## config.mk

```make
export PLATFORM = sky130hd
export DESIGN_NAME = mem_port_arbiter_flat
export DESIGN_NICKNAME = d
export VERILOG_FILES = /design/src/rtl/mem_port_arbiter_if.sv /design/src/rtl/mem_port_arbiter.sv /design/src/flat_wrapper.sv
export SDC_FILE = /design/constraint.sdc
export NUM_CORES = 1
export LEC_CHECK = 0
export ABC_AREA = 0
export BUFFER_PORTS_ARGS = -buffer_cell sky130_fd_sc_hd__buf_2
export CAP_MARGIN = 0
export CORE_AREA = 2 2 106 108
export CTS_CLUSTER_DIAMETER = 40
export CTS_CLUSTER_SIZE = 14
export DETAILED_ROUTE_END_ITERATION = 8
export DIE_AREA = 0 0 108 110
export GPL_ROUTABILITY_DRIVEN = 1
export PLACE_DENSITY = 0.63
export SLEW_MARGIN = 20
export SYNTH_ARGS = -nofsm -noshare
export SYNTH_HDL_FRONTEND = slang
export SYNTH_SLANG_ARGS = --single-unit
export TNS_END_PERCENT = 1
```

## constraint.sdc

```tcl
create_clock -name clk -period 1.9 [get_ports clk]
set_clock_uncertainty 0.2 [all_clocks]
set_input_delay 0.38 -clock clk [delete_from_list [all_inputs] [get_ports clk]]
set_output_delay 0.38 -clock clk [all_outputs]
set_load 0.005 [all_outputs]
```

## src/rtl/mem_port_arbiter_if.sv

```systemverilog
// ============================================================================
// Module      : mem_port_arbiter_if
// Description : Fetch, load/store and memory-port signals for mem_port_arbiter.
// Revision    : 1.0 - initial release
// ============================================================================
`default_nettype none

interface mem_port_arbiter_if #(
    parameter int ADDR_W = 32,
    parameter int DATA_W = 32
);
    logic                  if_req;
    logic [ADDR_W-1:0]     if_addr;
    logic                  if_gnt;
    logic                  if_rvalid;
    logic [DATA_W-1:0]     if_rdata;

    logic                  d_req;
    logic                  d_we;
    logic [ADDR_W-1:0]     d_addr;
    logic [DATA_W-1:0]     d_wdata;
    logic [DATA_W/8-1:0]   d_wstrb;
    logic                  d_gnt;
    logic                  d_rvalid;
    logic [DATA_W-1:0]     d_rdata;

    logic                  mem_en;
    logic                  mem_we;
    logic [ADDR_W-1:0]     mem_addr;
    logic [DATA_W-1:0]     mem_wdata;
    logic [DATA_W/8-1:0]   mem_wstrb;
    logic [DATA_W-1:0]     mem_rdata;

    modport slave (
        input  if_req, if_addr, d_req, d_we, d_addr, d_wdata, d_wstrb, mem_rdata,
        output if_gnt, if_rvalid, if_rdata, d_gnt, d_rvalid, d_rdata,
               mem_en, mem_we, mem_addr, mem_wdata, mem_wstrb
    );

    modport master (
        output if_req, if_addr, d_req, d_we, d_addr, d_wdata, d_wstrb, mem_rdata,
        input  if_gnt, if_rvalid, if_rdata, d_gnt, d_rvalid, d_rdata,
               mem_en, mem_we, mem_addr, mem_wdata, mem_wstrb
    );
endinterface

`default_nettype wire

```

## src/rtl/mem_port_arbiter.sv

```systemverilog
// ============================================================================
// Module      : mem_port_arbiter
// Description : Shares one unified memory port between fetch and load/store,
//               data-first priority with a fetch starvation guard.
// Revision    : 1.0 - initial release
// ============================================================================
`default_nettype none

module mem_port_arbiter #(
    parameter int ADDR_W     = 32,
    parameter int DATA_W     = 32,
    parameter int MEM_LAT    = 2,
    parameter int STARVE_MAX = 4
) (
    input  wire logic          clk,
    input  wire logic          reset,
    mem_port_arbiter_if.slave  bus
);
    typedef enum logic [1:0] {
        ST_IDLE = 2'd0,
        ST_WAIT = 2'd1,
        ST_RESP = 2'd2
    } state_t;

    typedef enum logic {
        OWN_IF = 1'b0,
        OWN_D  = 1'b1
    } owner_t;

    // The grant cycle is the first latency cycle, so WAIT covers MEM_LAT-1 cycles.
    localparam logic [1:0] WAIT_LAST  = 2'(MEM_LAT >= 2 ? MEM_LAT - 2 : 0);
    localparam logic [3:0] STARVE_LIM = 4'(STARVE_MAX);

    state_t      state;
    owner_t      owner;
    logic [1:0]  lat_cnt;
    logic [3:0]  starve_cnt;

    logic        fetch_win;
    logic        data_win;
    logic        if_resp;
    logic        d_resp;

    always_comb begin
        fetch_win = 1'b0;
        data_win  = 1'b0;
        if (state == ST_IDLE && !reset) begin
            if (bus.if_req && starve_cnt == STARVE_LIM) begin
                fetch_win = 1'b1;
            end else if (bus.d_req) begin
                data_win = 1'b1;
            end else if (bus.if_req) begin
                fetch_win = 1'b1;
            end
        end
    end

    assign bus.if_gnt    = fetch_win;
    assign bus.d_gnt     = data_win;
    assign bus.mem_en    = fetch_win | data_win;
    assign bus.mem_we    = data_win & bus.d_we;
    assign bus.mem_addr  = fetch_win ? bus.if_addr :
                           data_win  ? bus.d_addr  : {ADDR_W{1'b0}};
    assign bus.mem_wdata = data_win ? bus.d_wdata : {DATA_W{1'b0}};
    assign bus.mem_wstrb = (data_win && bus.d_we) ? bus.d_wstrb : {(DATA_W/8){1'b0}};

    assign if_resp       = (state == ST_RESP) && (owner == OWN_IF);
    assign d_resp        = (state == ST_RESP) && (owner == OWN_D);
    assign bus.if_rvalid = if_resp;
    assign bus.d_rvalid  = d_resp;
    assign bus.if_rdata  = if_resp ? bus.mem_rdata : {DATA_W{1'b0}};
    assign bus.d_rdata   = d_resp  ? bus.mem_rdata : {DATA_W{1'b0}};

    always_ff @(posedge clk or posedge reset) begin
        if (reset) begin
            state      <= ST_IDLE;
            owner      <= OWN_IF;
            lat_cnt    <= 2'd0;
            starve_cnt <= 4'd0;
        end else begin
            case (state)
                ST_IDLE: begin
                    // Writes complete in the grant cycle and leave the port free.
                    if (fetch_win || (data_win && !bus.d_we)) begin
                        owner   <= fetch_win ? OWN_IF : OWN_D;
                        lat_cnt <= 2'd0;
                        state   <= (MEM_LAT == 1) ? ST_RESP : ST_WAIT;
                    end
                end
                ST_WAIT: begin
                    lat_cnt <= lat_cnt + 2'd1;
                    if (lat_cnt == WAIT_LAST) begin
                        state <= ST_RESP;
                    end
                end
                ST_RESP: begin
                    state <= ST_IDLE;
                end
                default: begin
                    state <= ST_IDLE;
                end
            endcase

            if (!bus.if_req || fetch_win) begin
                starve_cnt <= 4'd0;
            end else if (data_win && starve_cnt != STARVE_LIM) begin
                starve_cnt <= starve_cnt + 4'd1;
            end
        end
    end
endmodule

`default_nettype wire

```

## src/flat_wrapper.sv

```systemverilog
// flat-port wrapper written by rule: the top's interface ports become plain ports
module mem_port_arbiter_flat 
#(
    parameter int ADDR_W     = 32,
    parameter int DATA_W     = 32,
    parameter int MEM_LAT    = 2,
    parameter int STARVE_MAX = 4
)
  (clk, reset, bus_if_req, bus_if_addr, bus_d_req, bus_d_we, bus_d_addr, bus_d_wdata, bus_d_wstrb, bus_mem_rdata, bus_if_gnt, bus_if_rvalid, bus_if_rdata, bus_d_gnt, bus_d_rvalid, bus_d_rdata, bus_mem_en, bus_mem_we, bus_mem_addr, bus_mem_wdata, bus_mem_wstrb);
  mem_port_arbiter_if #(.ADDR_W(ADDR_W), .DATA_W(DATA_W)) bus_i ();
  input  wire logic clk;
  input  wire logic reset;
  input wire logic [$bits(bus_i.if_req)-1:0] bus_if_req;
  input wire logic [$bits(bus_i.if_addr)-1:0] bus_if_addr;
  input wire logic [$bits(bus_i.d_req)-1:0] bus_d_req;
  input wire logic [$bits(bus_i.d_we)-1:0] bus_d_we;
  input wire logic [$bits(bus_i.d_addr)-1:0] bus_d_addr;
  input wire logic [$bits(bus_i.d_wdata)-1:0] bus_d_wdata;
  input wire logic [$bits(bus_i.d_wstrb)-1:0] bus_d_wstrb;
  input wire logic [$bits(bus_i.mem_rdata)-1:0] bus_mem_rdata;
  output wire logic [$bits(bus_i.if_gnt)-1:0] bus_if_gnt;
  output wire logic [$bits(bus_i.if_rvalid)-1:0] bus_if_rvalid;
  output wire logic [$bits(bus_i.if_rdata)-1:0] bus_if_rdata;
  output wire logic [$bits(bus_i.d_gnt)-1:0] bus_d_gnt;
  output wire logic [$bits(bus_i.d_rvalid)-1:0] bus_d_rvalid;
  output wire logic [$bits(bus_i.d_rdata)-1:0] bus_d_rdata;
  output wire logic [$bits(bus_i.mem_en)-1:0] bus_mem_en;
  output wire logic [$bits(bus_i.mem_we)-1:0] bus_mem_we;
  output wire logic [$bits(bus_i.mem_addr)-1:0] bus_mem_addr;
  output wire logic [$bits(bus_i.mem_wdata)-1:0] bus_mem_wdata;
  output wire logic [$bits(bus_i.mem_wstrb)-1:0] bus_mem_wstrb;
  assign bus_i.if_req = bus_if_req;
  assign bus_i.if_addr = bus_if_addr;
  assign bus_i.d_req = bus_d_req;
  assign bus_i.d_we = bus_d_we;
  assign bus_i.d_addr = bus_d_addr;
  assign bus_i.d_wdata = bus_d_wdata;
  assign bus_i.d_wstrb = bus_d_wstrb;
  assign bus_i.mem_rdata = bus_mem_rdata;
  assign bus_if_gnt = bus_i.if_gnt;
  assign bus_if_rvalid = bus_i.if_rvalid;
  assign bus_if_rdata = bus_i.if_rdata;
  assign bus_d_gnt = bus_i.d_gnt;
  assign bus_d_rvalid = bus_i.d_rvalid;
  assign bus_d_rdata = bus_i.d_rdata;
  assign bus_mem_en = bus_i.mem_en;
  assign bus_mem_we = bus_i.mem_we;
  assign bus_mem_addr = bus_i.mem_addr;
  assign bus_mem_wdata = bus_i.mem_wdata;
  assign bus_mem_wstrb = bus_i.mem_wstrb;
  mem_port_arbiter #(.ADDR_W(ADDR_W), .DATA_W(DATA_W), .MEM_LAT(MEM_LAT), .STARVE_MAX(STARVE_MAX)) u_core (.clk(clk), .reset(reset), .bus(bus_i));
endmodule
```

* Word-level counts from Yosys, hierarchy flattened
Index checks and enable logic that the tools add are counted.
** Storage, ports and cells
- Bits of input ports :: 137
- Flip-flop bits (word level) :: 9
- Logic and storage cells :: 55
- Output and inout port bits :: 138
** Operators by class
- Reductions and logical operators :: 19
- Eq/ne operators :: 6
- Add/subtract/negate cells :: 2
- Bitwise operators :: 3
- Multiplexer cells :: 21
** Operator list (number)
- two-way mux 32 bit :: 5
- two-way mux 4 bit :: 3
- two-way mux 1 bit :: 8
- one-hot mux 2 bit (2 select lines) :: 2
- logical AND 1 bit :: 7
- two-way mux 2 bit :: 3
- AND reduction 2 bit :: 3
- adder 4 x 1 -> 4 bit (second input constant) :: 1
- equality test 4 x 3 -> 1 bit (second input constant) :: 1
- logical NOT 2 bit :: 2
- inequality test 4 x 3 -> 1 bit (second input constant) :: 1
- nonzero test 2 bit :: 2
- logical NOT 1 bit :: 3
- adder 2 x 1 -> 2 bit (second input constant) :: 1
- equality test 2 x 1 -> 1 bit (second input constant) :: 1
- equality test 2 bit (second input constant) :: 1
- logical OR 1 bit :: 2
- inequality test 2 x 1 -> 1 bit (second input constant) :: 1
- inequality test 2 bit (second input constant) :: 1
- AND 1 bit :: 1
- NOT 1 bit :: 1
- OR 1 bit :: 1

* Depth between registers and ports, before layout
- Word-level depth :: 8
- Gate-level depth with buffers :: 8

* Least setup slack after synthesis
No wires, ideal clock.
- Path type :: flip-flop to output port
- From :: register u_core.starve_cnt[0]
- To :: output bus_mem_addr[10]
- Data arrival time :: 1.451 ns
- Cell stages (with the launch flop) :: 9
- Buffers on the path :: 2
- Path slack :: -0.131 ns
- Cell sequence :: dfrtp_1 inv_1 ha_1 and3b_1 nand2b_4 buf_6 buf_2 a32oi_1 nor2_1
** Between the ends
- Cells in the longest elaborated chain, start to end :: 6
** RTL lines
- start, declared :: RTL line mem_port_arbiter.sv:37 : logic [3:0] starve_cnt;
- start signal, assigned :: RTL line mem_port_arbiter.sv:107 : starve_cnt <= starve_cnt + 4'd1;
- equality test 4 x 3 -> 1 bit * :: RTL line mem_port_arbiter.sv:48 : if (bus.if_req && starve_cnt == STARVE_LIM) begin
- logical AND 1 bit * :: RTL line mem_port_arbiter.sv:48
- two-way mux 1 bit :: RTL line mem_port_arbiter.sv:48
- two-way mux 1 bit :: RTL line mem_port_arbiter.sv:47 : if (state == ST_IDLE && !reset) begin
- two-way mux 32 bit :: RTL line mem_port_arbiter.sv:63 : data_win ? bus.d_addr : {ADDR_W{1'b0}};
- two-way mux 32 bit * :: RTL line mem_port_arbiter.sv:62 : assign bus.mem_addr = fetch_win ? bus.if_addr :
- end, declared :: RTL line flat_wrapper.sv:29 : output wire logic [$bits(bus_i.mem_addr)-1:0] bus_mem_addr;
Mark *: on every way between the ends. The rest lies on a longest branch, timed or not.

* Worst setup path in the final report
- From :: register u_core.starve_cnt[1]
- To :: output bus_mem_addr[30]
The elaborated chain is that of the path after synthesis.

==> impl_metrics.json <==
{
  "dp_slack_ns": -0.2688,
  "finalWorstSetupSlack_ns": -0.4407,
  "vias": 2802,
  "finalHoldViolCount": 0,
  "clk_pin_slew_ns": 0.04,
  "wl_per_cell_microns": 13.17,
  "worstSetupEndpointType": "output pin",
  "die_w_microns": 108,
  "rr_worst_depth": 7,
  "fin_crit_sh_pct": 123.2,
  "rows": 38,
  "cp_data_required_time_ns": 1.32,
  "grt.overflow.total": 0,
  "fill_cells": 1213,
  "fin_crit_ns": 2.341,
  "setup.worst_path.end": "bus_mem_addr[30]",
  "yosys_warnings": 0,
  "avgSynthCellArea_sq_um": 6.753,
  "slew_viol_final": 0,
  "critPathArrivalTime_ns": 1.76,
  "ys_ff_latch": 9,
  "utilization_pct": 32.51,
  "track_usage_pct": 12.42,
  "die_area_sq_um": 11880,
  "postRouteWirelength_microns": 8787,
  "synth-async-reset-ratio_pct": 100.0,
  "violations": "setup timing",
  "timing.fmax_ghz": 0.4272,
  "tightest_slew_ns": 0.3331,
  "crit_type": "flip-flop to output pin",
  "dp_hpwl_microns": 7036,
  "clock_path_buffers": 2,
  "root_buffer": "clkbuf_8",
  "worstReg2RegEnd": "u_core.starve_cnt[0]",
  "regToRegSetupSlack_ns": -0.10,
  "syn-num-nets": 392,
  "placedInstanceArea_sq_um": 3349,
  "grt_pass1_vias": 2303,
  "synth_cells": 252,
  "synthFlopType": "dfrtp_1",
  "power.density_nw_per_um2": 549.1,
  "dieHeight_microns": 110,
  "synth_top_family_by_area": "simple AND/OR/NAND/NOR gates",
  "gp_congestion": 0.7864,
  "synth_edf_count": 0,
  "outcome": "finished with violations",
  "synth-adder-area-share_pct": 2.206,
  "routed_via_density": 4.201,
  "cellLeakagePower_uw": 0.002108,
  "port_buffers": 274,
  "layout_common_cells": "buf_2 (273), and2_1 (97), nor2_1 (35)",
  "drt_iter0_drc": 123,
  "hp-class": "flip-flop to flip-flop",
  "synth_compound_area_share_pct": 21.10,
  "start_util_pct": 15.91,
  "max-vdd-ir-drop_mv": 0.2676,
  "synthDistinctLibCells": 31,
  "r2r_start": "u_core.starve_cnt[1]",
  "cts_tree": "done",
  "synth.area.mux_share_pct": 0,
  "critPathLaunchType": "flip-flop",
  "drive_gt1_share_pct": 58.94,
  "area_growth_pct": 104.4,
  "rsz0062_at_grt": "true",
  "grt_pass1_wl_microns": 11820,
  "io_pins": 275,
  "final_net_count": 667,
  "core_area_sq_um": 10700,
  "h-tree-depth": 1,
  "worst-path-max-fanout": 17,
  "postLayoutCellArea_sq_um": 3478,
  "clock_latency_ns": 0.23,
  "first_pass_iters": 4,
  "antenna_found_initial": 1,
  "holdPathStages": 1,
  "clock-sinks": 9,
  "max-cap-violations": 0,
  "layout_commonest_cell": "buf_2",
  "cts_setup_buffers": 0,
  "synth_xor_area_share_pct": 0,
  "synth_area_sq_um": 1702,
  "seq_area_frac_synth_pct": 13.24,
  "cp-startpoint": "u_core.starve_cnt[1]",
  "drc": 0,
  "setup_viol": 139,
  "grt_max_degree": 42,
  "cts-buffers-inserted": 3,
  "max_slew_margin_pct": 77.77,
  "final_antenna_net_count": 0,
  "yosys.area_share.simple_pct": 54.85
}
-- state kept, by name (all words and copies together) (netlist names) --
register,count
u_core.starve_cnt,4
u_core.lat_cnt,2
u_core.state,2
u_core.owner,1
-- metal layers --
metal	track usage [%]	routed length (microns)	part of all wire, %	vias up
li1	-	-	-	1415
met1	15.23	3519	40	1244
met2	22.46	4405	50	141
met3	2.998	837	9.5	2
met4	1.923	25	0.28	0
met5	0	0	0	-
-- worst min path at each step --
stage,start,endpoint,slack (ns)
after floorplan,reset,u_core.lat_cnt[0],0.008
after global placement,reset,u_core.state[1],0.19
after detailed placement,reset,u_core.state[1],0.20
after CTS,u_core.lat_cnt[0],u_core.lat_cnt[0],0.30
after global routing,u_core.lat_cnt[0],u_core.lat_cnt[0],0.34
final,u_core.lat_cnt[0],u_core.lat_cnt[0],0.29
-- cell type report --
cell class                      count  area (sq um)  share of cell area [%]
Tap cell                          140         175.2                   5.036
Inverter                            7         26.28                  0.7554
Clock buffer                        4         45.04                   1.295
Timing Repair Buffer              295          1622                   46.62
Multi-Input combinational cell    211          1383                   39.75
Antenna cell                        1         2.502                 0.07194
Sequential cell                     9         225.2                   6.475
-- cell families (layout without fill, tap and decap cells) --
kind of cell             count (synthesis)  in the layout
AO/OA/AOI/OAI                           44             44
AND/OR/NAND/NOR                        163            164
adder cells (fa/ha/maj)                  3              3
flip-flops                               9              9
buffers and inverters                   33            306
other                                    0              1
-- cells in the mapped netlist (2+ instances only) --
master | count | area share, %
or3_1 | 2 | 0.74
a21boi_1 | 2 | 0.88
nor2b_1 | 2 | 0.74
nor2_1 | 36 | 7.9
clkbuf_1 | 13 | 2.9
a32oi_1 | 32 | 16
dfrtp_1 | 9 | 13
and3_1 | 4 | 1.5
inv_1 | 7 | 1.5
nand2_1 | 7 | 1.5
and2_1 | 98 | 36
and3b_1 | 2 | 1.0
nor3b_1 | 2 | 0.88
buf_2 | 10 | 2.9
ha_1 | 3 | 2.2
clkbuf_2 | 2 | 0.59
o21ai_0 | 4 | 1.2
nand3_1 | 4 | 1.2
-- where the power goes --
part / internal (uW) / switching, uW
clock network: 146 / 67.6
registers: 245 / 48.6
logic: 725 / 678
total: 1120 / 794
-- worst max-delay path: stages, from the launching register on --
cell,delay [ns]
dfrtp_1,0.37
inv_2,0.06
ha_2,0.16
and3b_2,0.27
nand2b_4,0.29
a32oi_1,0.15
nor2_1,0.11
buf_2,0.12
-- per-stage QoR --
stage | TNS, ns | cells | hold WS, ns | total power (uW)
after floorplan | -5.126 | 252 | 0.007918 | 948.2
after global placement | -11.40 | 659 | 0.1895 | 1665
after detailed placement | -11.33 | 659 | 0.1988 | 1669
after CTS | -34.06 | 665 | 0.2967 | 1916
after global routing | -48.21 | 667 | 0.3381 | 2108
final | -34.06 | 667 | 0.2910 | 1910
-- what timing repair did --
action / CTS / global route
endpoints found under the hold margin: 9 / 0
resized for setup: 6 / 4
setup endpoints to repair: 142 / 142
gates cloned: 1 / 1
hold buffers: 1 / 0
pin swaps: 36 / 7
(Power assumes the default switching activity.)
